[src/rtl/booth_radix4_mult.sv]
// booth_radix4_mult: iterative radix-4 Booth multiplier, two multiplier bits
// retired per clock, start/busy/done handshake with back-to-back restart.
// Optional feature macro: BOOTH_UNSIGNED_MODE_EN adds the signed_op port and
// zero-extended (unsigned) operation with one extra Booth digit.
module booth_radix4_mult #(
    parameter int WIDTH = 8
) (
    input  logic               clk,
    input  logic               rst,
    input  logic               start,
    input  logic [WIDTH-1:0]   multA,
    input  logic [WIDTH-1:0]   multB,
`ifdef BOOTH_UNSIGNED_MODE_EN
    input  logic               signed_op,
`endif
    output logic               busy,
    output logic               done,
    output logic [2*WIDTH-1:0] product
);

    // A carries two guard bits over the extended operand so +/-2M cannot overflow
    localparam int AW = WIDTH + 4;
    localparam int QW = WIDTH + 2;
    localparam int FW = AW + QW + 1;
    localparam int NS = WIDTH / 2;
    localparam int NU = WIDTH / 2 + 1;
    localparam int CW = $clog2(NU + 1);

    localparam logic [1:0] S_IDLE = 2'd0;
    localparam logic [1:0] S_RUN  = 2'd1;
    localparam logic [1:0] S_DONE = 2'd2;

    logic [1:0]         state_q, state_d;
    logic [AW-1:0]      a_q;
    logic [QW-1:0]      q_q;
    logic               qm1_q;
    logic [QW-1:0]      m_q;
    logic [CW-1:0]      cnt_q;
    logic [2*WIDTH-1:0] prod_q;
`ifdef BOOTH_UNSIGNED_MODE_EN
    logic               uns_q;
`endif

    logic               accept;
    logic               last_iter;
    logic [CW-1:0]      last_cnt;
    logic [QW-1:0]      m_ext, q_ext;
    logic [AW-1:0]      m_w, m2_w, addend, a_sum;
    logic [FW-1:0]      full_w, sh_w;
    logic [2*WIDTH-1:0] prod_nx;

    // A start is honoured only when no operation is iterating
    assign accept    = start && (state_q != S_RUN);
    assign last_iter = (state_q == S_RUN) && (cnt_q == last_cnt);

    // Operand extension: sign-extend by default, zero-extend for unsigned ops
    always_comb begin
        m_ext = {{2{multA[WIDTH-1]}}, multA};
        q_ext = {{2{multB[WIDTH-1]}}, multB};
`ifdef BOOTH_UNSIGNED_MODE_EN
        if (!signed_op) begin
            m_ext = {2'b00, multA};
            q_ext = {2'b00, multB};
        end
`endif
    end

    // Unsigned ops need one more digit to consume the zero-extension bits
`ifdef BOOTH_UNSIGNED_MODE_EN
    assign last_cnt = uns_q ? CW'(NU - 1) : CW'(NS - 1);
`else
    assign last_cnt = CW'(NS - 1);
`endif

    // Booth digit select and accumulate, then arithmetic shift by two
    always_comb begin
        m_w  = {{2{m_q[QW-1]}}, m_q};
        m2_w = m_w << 1;
        case ({q_q[1:0], qm1_q})
            3'b001, 3'b010: addend = m_w;
            3'b011:         addend = m2_w;
            3'b100:         addend = -m2_w;
            3'b101, 3'b110: addend = -m_w;
            default:        addend = '0;
        endcase
        a_sum  = a_q + addend;
        full_w = {a_sum, q_q, qm1_q};
        sh_w   = $signed(full_w) >>> 2;
    end

    // After the final shift the product sits two bits higher in {A,Q} when
    // only WIDTH/2 digits were retired (Q still holds its two extension bits)
`ifdef BOOTH_UNSIGNED_MODE_EN
    assign prod_nx = uns_q ? sh_w[2*WIDTH:1] : sh_w[2*WIDTH+2:3];
`else
    assign prod_nx = sh_w[2*WIDTH+2:3];
`endif

    // Next-state logic for IDLE -> RUN -> DONE, with restart from DONE
    always_comb begin
        state_d = state_q;
        case (state_q)
            S_IDLE:  if (start) state_d = S_RUN;
            S_RUN:   if (cnt_q == last_cnt) state_d = S_DONE;
            S_DONE:  state_d = start ? S_RUN : S_IDLE;
            default: state_d = S_IDLE;
        endcase
    end

    // State register
    always_ff @(posedge clk or negedge rst) begin
        if (!rst) state_q <= S_IDLE;
        else      state_q <= state_d;
    end

    // Datapath: load on accept, iterate in RUN, capture product on the last step
    always_ff @(posedge clk or negedge rst) begin
        if (!rst) begin
            a_q    <= '0;
            q_q    <= '0;
            qm1_q  <= 1'b0;
            m_q    <= '0;
            cnt_q  <= '0;
            prod_q <= '0;
`ifdef BOOTH_UNSIGNED_MODE_EN
            uns_q  <= 1'b0;
`endif
        end else if (accept) begin
            a_q    <= '0;
            q_q    <= q_ext;
            qm1_q  <= 1'b0;
            m_q    <= m_ext;
            cnt_q  <= '0;
`ifdef BOOTH_UNSIGNED_MODE_EN
            uns_q  <= ~signed_op;
`endif
        end else if (state_q == S_RUN) begin
            a_q   <= sh_w[FW-1:QW+1];
            q_q   <= sh_w[QW:1];
            qm1_q <= sh_w[0];
            cnt_q <= cnt_q + CW'(1);
            if (last_iter) prod_q <= prod_nx;
        end
    end

    assign busy    = (state_q == S_RUN);
    assign done    = (state_q == S_DONE);
    assign product = prod_q;

endmodule

[config.mk]
export PLATFORM = sky130hd
export DESIGN_NAME = booth_radix4_mult
export DESIGN_NICKNAME = d
export VERILOG_FILES = /design/src/rtl/booth_radix4_mult.sv
export SDC_FILE = /design/constraint.sdc
export NUM_CORES = 1
export LEC_CHECK = 0
export ABC_AREA = 1
export BUFFER_PORTS_ARGS = -buffer_cell sky130_fd_sc_hd__buf_2
export CORE_MARGIN = 1.5
export CORE_UTILIZATION = 50
export CTS_CLUSTER_DIAMETER = 120
export DETAILED_ROUTE_END_ITERATION = 10
export GPL_TIMING_DRIVEN = 0
export PLACE_DENSITY = 0.72
export SYNTH_ARGS = -nofsm -noshare
export SYNTH_HDL_FRONTEND = slang
export SYNTH_SLANG_ARGS = --single-unit
[constraint.sdc]
create_clock -name clk -period 4.4 [get_ports clk]
set_clock_uncertainty 0.05 [all_clocks]
set_input_delay 0.22 -clock clk [delete_from_list [all_inputs] [get_ports clk]]
set_output_delay 0.22 -clock clk [all_outputs]
set_load 0.05 [all_outputs]
After elaboration in Yosys (flattened, before gate mapping)
Cells that the tools add are included.
{"block": "word_totals", "reg_bits": 52, "word_cells": 45, "out_inout_bits": 18, "input_bits": 19}
{"block": "op_classes", "bitwise": 1, "n_eq_ne": 12, "reduce_logical": 8, "n_addsub": 4, "mux": 13}
{"operator": "case mux 12 bit (4 select lines)", "count": 1}
{"operator": "two-way mux 12 bit", "count": 2}
{"operator": "negator 12 bit", "count": 2}
{"operator": "two-way mux 10 bit", "count": 2}
{"operator": "adder 12 bit", "count": 1}
{"operator": "equality test 3 x 2 -> 1 bit (second input constant)", "count": 3}
{"operator": "equality test 3 bit (second input constant)", "count": 3}
{"operator": "two-way mux 3 bit", "count": 2}
{"operator": "case mux 2 bit (3 select lines)", "count": 1}
{"operator": "two-way mux 2 bit", "count": 2}
{"operator": "inequality test 2 x 1 -> 1 bit (second input constant)", "count": 2}
{"operator": "OR reduction 2 bit", "count": 2}
{"operator": "adder 3 x 1 -> 3 bit (second input constant)", "count": 1}
{"operator": "equality test 3 x 1 -> 1 bit (second input constant)", "count": 1}
{"operator": "two-way mux 1 bit", "count": 3}
{"operator": "AND reduction 3 bit", "count": 1}
{"operator": "equality test 2 x 1 -> 1 bit (second input constant)", "count": 1}
{"operator": "equality test 2 bit (second input constant)", "count": 1}
{"operator": "logical AND 1 bit", "count": 2}
{"operator": "logical NOT 2 bit", "count": 1}
{"operator": "inequality test 2 bit (second input constant)", "count": 1}
{"operator": "AND reduction 2 bit", "count": 1}
{"operator": "nonzero test 2 bit", "count": 1}
{"operator": "inverter 1 bit", "count": 1}

Depth between registers and ports, before layout
Gate-level depths: netlist of the first run.
{"block": "logic_depth", "word_depth": 6, "ltp_mapped": 20, "mapped_depth_nobuf": 20}

Worst setup path after synthesis of the first run
OpenSTA, ideal clock, no wires.
{"block": "synth_timing", "path_kind": "register to register", "start": "register m_q[0]", "end": "register prod_q[13], in the netlist product[13]", "t_arrival_ns": 2.365, "setup_slack_ns": 1.867, "required_time_ns": 4.232, "path_buffers": 0, "setup_ns": 0.118, "synth_period_minus_slack_ns": 2.533, "stages_incl_launch_ff": 19, "path_cell_list": "dfrtp_1 -> inv_1 -> ha_1 -> inv_1 -> nor2_1 -> nand2_1 -> xor2_1 -> nand2_1 -> o21ai_0 -> a21oi_1 -> o21ai_0 -> ha_1 -> a21oi_1 -> o21ai_1 -> inv_1 -> nand2_1 -> or2_1 -> nand3_1 -> nand2_1"}
{"block": "synth_via", "elab_chain_cells": 3, "word_cells_on_any_way": 4, "classes_between": "3 x add/sub; 1 x mux"}
{"item": "from (decl)", "line": "37", "source": "logic [QW-1:0] m_q;"}
{"item": "from (signal assigned)", "line": "132", "source": "m_q <= m_ext;"}
{"item": "negator 12 bit, on equally long branches", "line": "83, 82"}
{"item": "case mux 12 bit (4 select lines) *", "line": "79", "source": "case ({q_q[1:0], qm1_q})"}
{"item": "adder 12 bit *", "line": "86", "source": "a_sum = a_q + addend;"}
{"item": "to (signal assigned)", "line": "142", "source": "if (last_iter) prod_q <= prod_nx;"}
{"item": "to (decl)", "line": "39", "source": "logic [2*WIDTH-1:0] prod_q;"}
Every way passes the cells marked *; elsewhere a longest branch is shown, timed or not.
A chain may end at the register's enable or synchronous reset.

Final worst setup path of the first run
{"block": "layout_timing", "start": "register m_q[0]", "end": "register prod_q[11], in the netlist product[11]"}
Same word-level chain as after synthesis.

==> results.tsv, run 1 <==
stage	metric	value	unit
floorplan	start_util	52.41	%
final_layout	finalNetCount	449	
setup_path	cp_slowest_cell	dfrtp_1	
placed_design	pre_cts_ws	1.492	ns
sta	min_period	2.976	ns
clock_network	tritoncts	built	
global_routing	grt_pass1_wl	11170	µm
worst_hold_path	hold_class	input pin to asynchronous set/reset pin	
routing	drt_iter0_markers	146	
floorplan	io_pins	37	
synthesis	avgSynthCellArea	7.854	µm²
placed_design	hpwlAfterDp	4905	µm
placed_design	port_buffers	36	
synthesis	synthTopCellsByArea	dfrtp_1 (43%), nand2_1 (15%), ha_1 (6.0%), o21ai_0 (5.0%), inv_1 (4.9%)	
run_status	run_status	finished clean	
floorplan	die_y	79.44	µm
setup_path	cp.buffers_inverters	2	
global_routing	grt_pass1_vias	2529	
routing	wl_per_cell	13.31	µm
final_layout	seqCellArea	0.001251	mm²
routing	drc_errors	0	
setup_path	start_kind	register	
setup_path	crit_type	register to register	
sta	timing.slew.headroom	26.87	%
final_layout	multi_input_area	0.001465	mm²
setup_path	cp_top_family	compound AO/OA/AOI/OAI gates	
final_layout	final_layout_size_suffix_gt1_share	16.59	%
routing	wirelength	6495	µm
synthesis	syn_inst	372	
global_routing	grt_max_degree	51	
setup_path	worstPathCellList	inv_1 -> ha_1 -> inv_1 -> nor2_1 -> nand2_1 -> xor2_1 -> nand2_1 -> o21ai_0 -> a21oi_1 -> o21ai_0 -> ha_1 -> a21oi_1 -> o21ai_0 -> a21oi_1 -> xnor2_1 -> nand2_1 -> nand2_1	
clock_network	clk_latency	0.32	ns
setup_path	crit_fanout	6	
final_layout	n_antenna_cell	0	
floorplan	core_area	0.005574	mm²
clock_network	ctsResizeCount	0	
routing	drtPass1Iterations	4	
clock_network	post_cts_buffers	0	
clock_network	numCtsBuffers	5	
clock_network	cts.sinks	50	
synthesis	synth_top_area_cell	dfrtp_1	
sta	finalMaxSlewViolations	0	
sta	tns	0	ns
clock_network	cts-hold-fix-buffers	0	
placed_design	place.gp.congestion	0.8793	
synthesis	synth_top_area_share	42.83	%
clock_network	ctsHtreeMaxLevel	2	
synthesis	yosysUniqueCellTypes	36	
synthesis	synth_warnings	0	
synthesis	synth_seq_cells	50	
setup_path	crit_path_end_kind	register	
synthesis	synthArstFlopShare	100.0	%
setup_path	cp.arrival	3.18	ns
floorplan	rows	27	
sta	tightestPinTransition	1.097	ns
sta	rsz0062_at_grt	false	
sta	hold_violations	0	
synthesis	ys_seq_area_share	42.83	%
synthesis	yosysMostFrequentCell	nand2_1	
global_routing	grt_usage	22.57	%
setup_path	crit_path_frequent_cell	nand2_1	
clock_network	cts-root-buf	clkbuf_8	
sta	finalWorstSetupSlack	1.424	ns
final_layout	nFillCells	516	
synthesis	synth_nets	406	
floorplan	die_x	79.44	µm
clock_network	cts-root-to-sink-buffers	2	
setup_path	slowest_delay	0.44	ns
sta	setup_viol_count_final	0	
global_routing	antenna_found_initial	0	
synthesis	dominantRegCellSynth	dfrtp_1	
routing	via_per_inst	5.361	
final_layout	area_delta_synth_final	12.59	%
synthesis	synthTopCellsByCount	nand2_1 (119), dfrtp_1 (50), inv_1 (38)	
run	max_cap_violations	0	
routing	ant_nets	0	
sta	post-route-period-util	67.63	%
setup_path	crit_required	4.61	ns
sta	clock.fmax	336.0	MHz
clock_network	clk_pin_slew	0.11	ns
global_routing	grt_remaining_overflow	0	
routing	num_vias	2616	
synthesis	syn-cell-area	0.002922	mm²
synthesis	synth_edf_count	0	
floorplan	dieArea	0.006311	mm²
-- layout by cell type, fill, tap and decap left out, types with 2 or more instances in the layout --
| master | count |
|---|---|
| a21oi_1 | 11 |
| buf_2 | 41 |
| clkbuf_8 | 5 |
| clkinv_4 | 2 |
| dfrtp_1 | 50 |
| ha_1 | 14 |
| inv_1 | 38 |
| inv_2 | 6 |
| nand2_1 | 119 |
| nand2_2 | 4 |
| nand3_1 | 22 |
| nand3_2 | 2 |
| nand3b_1 | 4 |
| nand4_1 | 4 |
| nor2_1 | 20 |
| nor2_2 | 2 |
| o2111ai_1 | 3 |
| o211ai_1 | 3 |
| o21ai_0 | 29 |
| o21ai_1 | 2 |
| o221ai_1 | 7 |
| o22ai_1 | 5 |
| xnor2_1 | 4 |
| xor2_1 | 4 |
-- logic make-up after synthesis --
family / after synthesis / share of synthesized area [%]
flops: 50 / 42.83
compound gates: 64 / 13.15
fa+ha+maj: 15 / 6.681
xor+xnor: 8 / 2.398
buf+inv: 52 / 7.023
simple gates: 183 / 27.92
-- path summary, 6_finish.rpt --
kind,cells past startpoint,slack [ns],endpoint,from
max,17,1.42,product[11],m_q[0]
min,1,0.05,m_q[4],rst
max reg2reg,17,1.42,product[11],m_q[0]
min reg2reg,2,0.44,product[13],product[13]
max in group asynchronous,1,3.57,qm1_q,rst
min in group clk,3,0.05,m_q[6],multA[6]
-- worst register-to-register path: stages (launching register included) --
cell and delay [ns]:
dfrtp_1 0.44, inv_1 0.11, ha_1 0.16, inv_1 0.04, nor2_1 0.15, nand2_1 0.11
xor2_1 0.17, nand2_1 0.06, o21ai_0 0.08, a21oi_1 0.11, o21ai_0 0.12, ha_1 0.38
a21oi_1 0.23, o21ai_0 0.17, a21oi_1 0.23, xnor2_1 0.18, nand2_1 0.08, nand2_1 0.07
-- stage by stage --
stage	utilization, %	cells	instance area (µm²)	hold WS [ns]
finish	59.01	488	3289	0.04945
global route	59.01	488	3289	0.07147
CTS	59.01	488	3289	0.05236
detailed placement	57.26	480	3192	0.3817
global placement	57.26	480	3192	0.3773
floorplan	-	372	2922	-0.1256
-- state kept, by name, summed over array words and instances, names as in the netlist --
name,cells
m_q,8
state_q,2
qm1_q,1
a_q,10
product,16
cnt_q,3
q_q,10
-- final cells by class --
class,instances,share of cell area [%]
plain buffers,7,1.103
flip-flops and latches,50,38.04
inverters,45,5.135
clock inverters,3,0.8749
multi-input cells,270,44.54
repair buffers,36,5.477
clock buffers,5,2.092
well taps,72,2.739
-- metal layers --
| layer | wire (µm) | track usage, % | share of wire [%] |
|---|---|---|---|
| met1 | 3259 | 31.23 | 50 |
| met2 | 2866 | 36.36 | 44 |
| met3 | 250 | 3.771 | 3.8 |
| met4 | 118 | 6.491 | 1.8 |
| met5 | 0 | 0 | 0 |
Power of run 1 is not shown: default switching activity piles up to over one toggle a cycle in this logic, so the estimate is an artifact.
==> inputs of run 2 (changes only) <==
--- a/config.mk
+++ b/config.mk
@@ -12,7 +12,7 @@
 export CTS_CLUSTER_DIAMETER = 120
 export DETAILED_ROUTE_END_ITERATION = 10
 export GPL_TIMING_DRIVEN = 0
-export PLACE_DENSITY = 0.72
+export PLACE_DENSITY = 0.75
 export SYNTH_ARGS = -nofsm -noshare
 export SYNTH_HDL_FRONTEND = slang
 export SYNTH_SLANG_ARGS = --single-unit
==> constraint.sdc (replaced) <==
create_clock -name clk -period 2.44 [get_ports clk]
set_clock_uncertainty 0.05 [all_clocks]
set_input_delay 0.122 -clock clk [delete_from_list [all_inputs] [get_ports clk]]
set_output_delay 0.122 -clock clk [all_outputs]
set_load 0.05 [all_outputs]
==> run 2 against run 1 <==
Effect of this change:
- the flow now finishes with violations (design-rule violations, negative hold slack, negative setup slack)
- sequential cell count is the same
- count of clock-buffer cells in the layout unchanged
- sequential share of layout area down 7.0 points
==> results.tsv, run 2 (synthesis results as in run 1) <==
stage	metric	value	unit	change
final_layout	final_cell_mix	nand2_1 (104), dfrtp_1 (50), buf_2 (41)		
final_layout	final_util	72.41	%	+13 points
routing	ant_nets	0		unchanged
clock_network	numCtsBuffers	5		unchanged
sta	hold_violations	50		+50
placed_design	hpwlAfterDp	4913	µm	+0.15%
setup_path	crit_end	product[13]		
routing	via_per_inst	5.482		+2.3%
run	max_cap_violations	0		unchanged
floorplan	die_x	79.44	µm	unchanged
floorplan	io_pins	37		unchanged
global_routing	grt_max_degree	51		unchanged
final_layout	final_common_cell	nand2_1		
routing	wirelength	8075	µm	+24%
sta	finalWorstSetupSlack	-0.2299	ns	-1.654 ns
final_layout	area_delta_synth_final	38.16	%	
setup_path	crit_path_start	m_q[0]		
setup_path	cp_slowest_cell	dfrtp_1		
routing	drc_errors	1		+1
sta	rsz0062_at_grt	true		
clock_network	cts.sinks	50		unchanged
floorplan	start_util	52.41	%	unchanged
setup_path	crit_fanout	4		-2
sta	tightestPinTransition	1.100	ns	+0.003434 ns
setup_path	start_kind	register		
setup_path	cp.arrival	2.82	ns	-0.36 ns
sta	clock.fmax	374.6	MHz	+11%
clock_network	cts-root-to-sink-buffers	2		unchanged
run_status	violations	design-rule violations, negative hold slack, negative setup slack		
global_routing	grt_pass1_vias	2562		+1.3%
routing	drtPass1Iterations	11		+7
sta	post-route-period-util	109.4	%	+42 points
placed_design	place.gp.congestion	0.9110		+3.6%
sta	setup_viol_count_final	14		+14
setup_path	r2r-start	m_q[0]		
sta	finalMaxSlewViolations	0		unchanged
global_routing	antenna_found_initial	0		unchanged
setup_path	reg2reg_slack	-0.23	ns	-1.65 ns
setup_path	crit_required	2.59	ns	-2.02 ns
sta	timing.slew.headroom	26.64	%	-0.23 points
run_status	run_status	finished, violations left		
setup_path	regToRegEndpoint	product[13]		
final_layout	n_antenna_cell	0		unchanged
worst_hold_path	hold_class	input pin to asynchronous set/reset pin		
global_routing	grt_remaining_overflow	0		unchanged
floorplan	dieArea	0.006311	mm²	unchanged
setup_path	rr_worst_depth	18		+1
clock_network	ctsHtreeMaxLevel	2		unchanged
final_layout	finalNetCount	486		+8.2%
global_routing	grt_usage	24.01	%	+1.4 points
clock_network	cts-root-buf	clkbuf_8		
final_layout	largest_reg_flops	16		unchanged
floorplan	rows	27		unchanged
clock_network	clk_pin_slew	0.11	ns	about the same
routing	drt_iter0_markers	190		+30%
placed_design	port_buffers	36		unchanged
final_layout	final_layout_size_suffix_gt1_share	33.55	%	+17 points
clock_network	tritoncts	built		
routing	num_vias	2878		+10%
global_routing	grt_pass1_wl	11860	µm	+6.2%
clock_network	clk_latency	0.32	ns	about the same
floorplan	die_y	79.44	µm	unchanged
floorplan	core_area	0.005574	mm²	unchanged
setup_path	slowest_delay	0.42	ns	-0.02 ns
setup_path	crit_path_end_kind	register		
sta	whs	-0.04975	ns	-0.09921 ns
routing	wl_per_cell	15.38	µm	+16%
setup_path	worstPathCellList	inv_2 -> ha_4 -> inv_2 -> nor2_4 -> nand2_2 -> xor2_1 -> nand2_1 -> o21ai_1 -> a21oi_1 -> o21ai_2 -> ha_4 -> a21oi_4 -> o21ai_2 -> inv_1 -> nand2_2 -> or2_1 -> nand3_1 -> nand2_1		
sta	min_period	2.670	ns	-0.3061 ns
setup_path	crit_type	register to register		
placed_design	pre_cts_ws	-0.3693	ns	-1.861 ns
==> run 2: cell types whose count changed in the layout (fill, tap and decap cells not counted), moves of 7 or more <==
cell | before | now
nand2_1 | 119 | 104
o21ai_0 | 29 | 20
nand2_2 | 4 | 15
ha_4 | 0 | 7
a21oi_1 | 11 | 4
buf_4 | 1 | 19
dlygate4sd3_1 | 0 | 15
ha_1 | 14 | 7
==> run 2: layer usage <==
metal,up-vias,GRT usage (%),share of wire [%]
met5,-,0,0
met4,0,6.491,1.6
met3,20,3.200,4.0
met2,97,39.24,49
met1,1376,33.43,45
li1,1385,-,-
==> run 2: per-stage QoR <==
stage / std cells / area [µm²] / TNS, ns
finish: 525 / 4036 / -2.226
global route: 525 / 4036 / -4.346
CTS: 513 / 3661 / -0.5278
detailed placement: 480 / 3211 / -2.735
global placement: 480 / 3211 / -2.233
floorplan: 372 / 2940 / -0.03458
==> run 2: layout make-up <==
type | instances | area, µm²
buffer | 7 | 36.28
clock buffer | 5 | 68.82
clock inverter | 3 | 48.80
fill | 410 | 1538
inverter | 45 | 171.4
multi-input combinational | 270 | 1851
sequential | 50 | 1251
tap | 72 | 90.09
timing repair buffer | 73 | 519.2
==> run 2: how the worst min path moves through the flow <==
stage	startpoint	to	slack [ns]	depth (start not counted)
2_1_floorplan	rst	a_q[0]	-0.22	0
4_1_cts	rst	m_q[3]	0.007	1
3_3_place_gp	multA[2]	m_q[2]	0.28	3
6_report	rst	m_q[3]	-0.05	1
5_1_grt	rst	q_q[3]	0.05	1
3_5_place_dp	multA[4]	m_q[4]	0.29	3
==> run 2: worst max-delay path: cells and delay by family, from the launching register on <==
kind	cells	cell delay (ns)
compound gates	5	0.59
xor+xnor	1	0.16
fa+ha+maj	2	0.40
buf+inv	3	0.21
flops	1	0.42
simple gates	7	0.73
==> run 2: timing repair <==
action / 4_1_cts / 5_1_grt
endpoints found under the setup margin: 14 / 16
pin swaps: 15 / 26
buffers inserted: 10 / 12
hold endpoints to repair: 15 / 0
hold buffers: 15 / 0
gates resized for setup: 24 / 61
Power of run 2 is left out for the same reason.
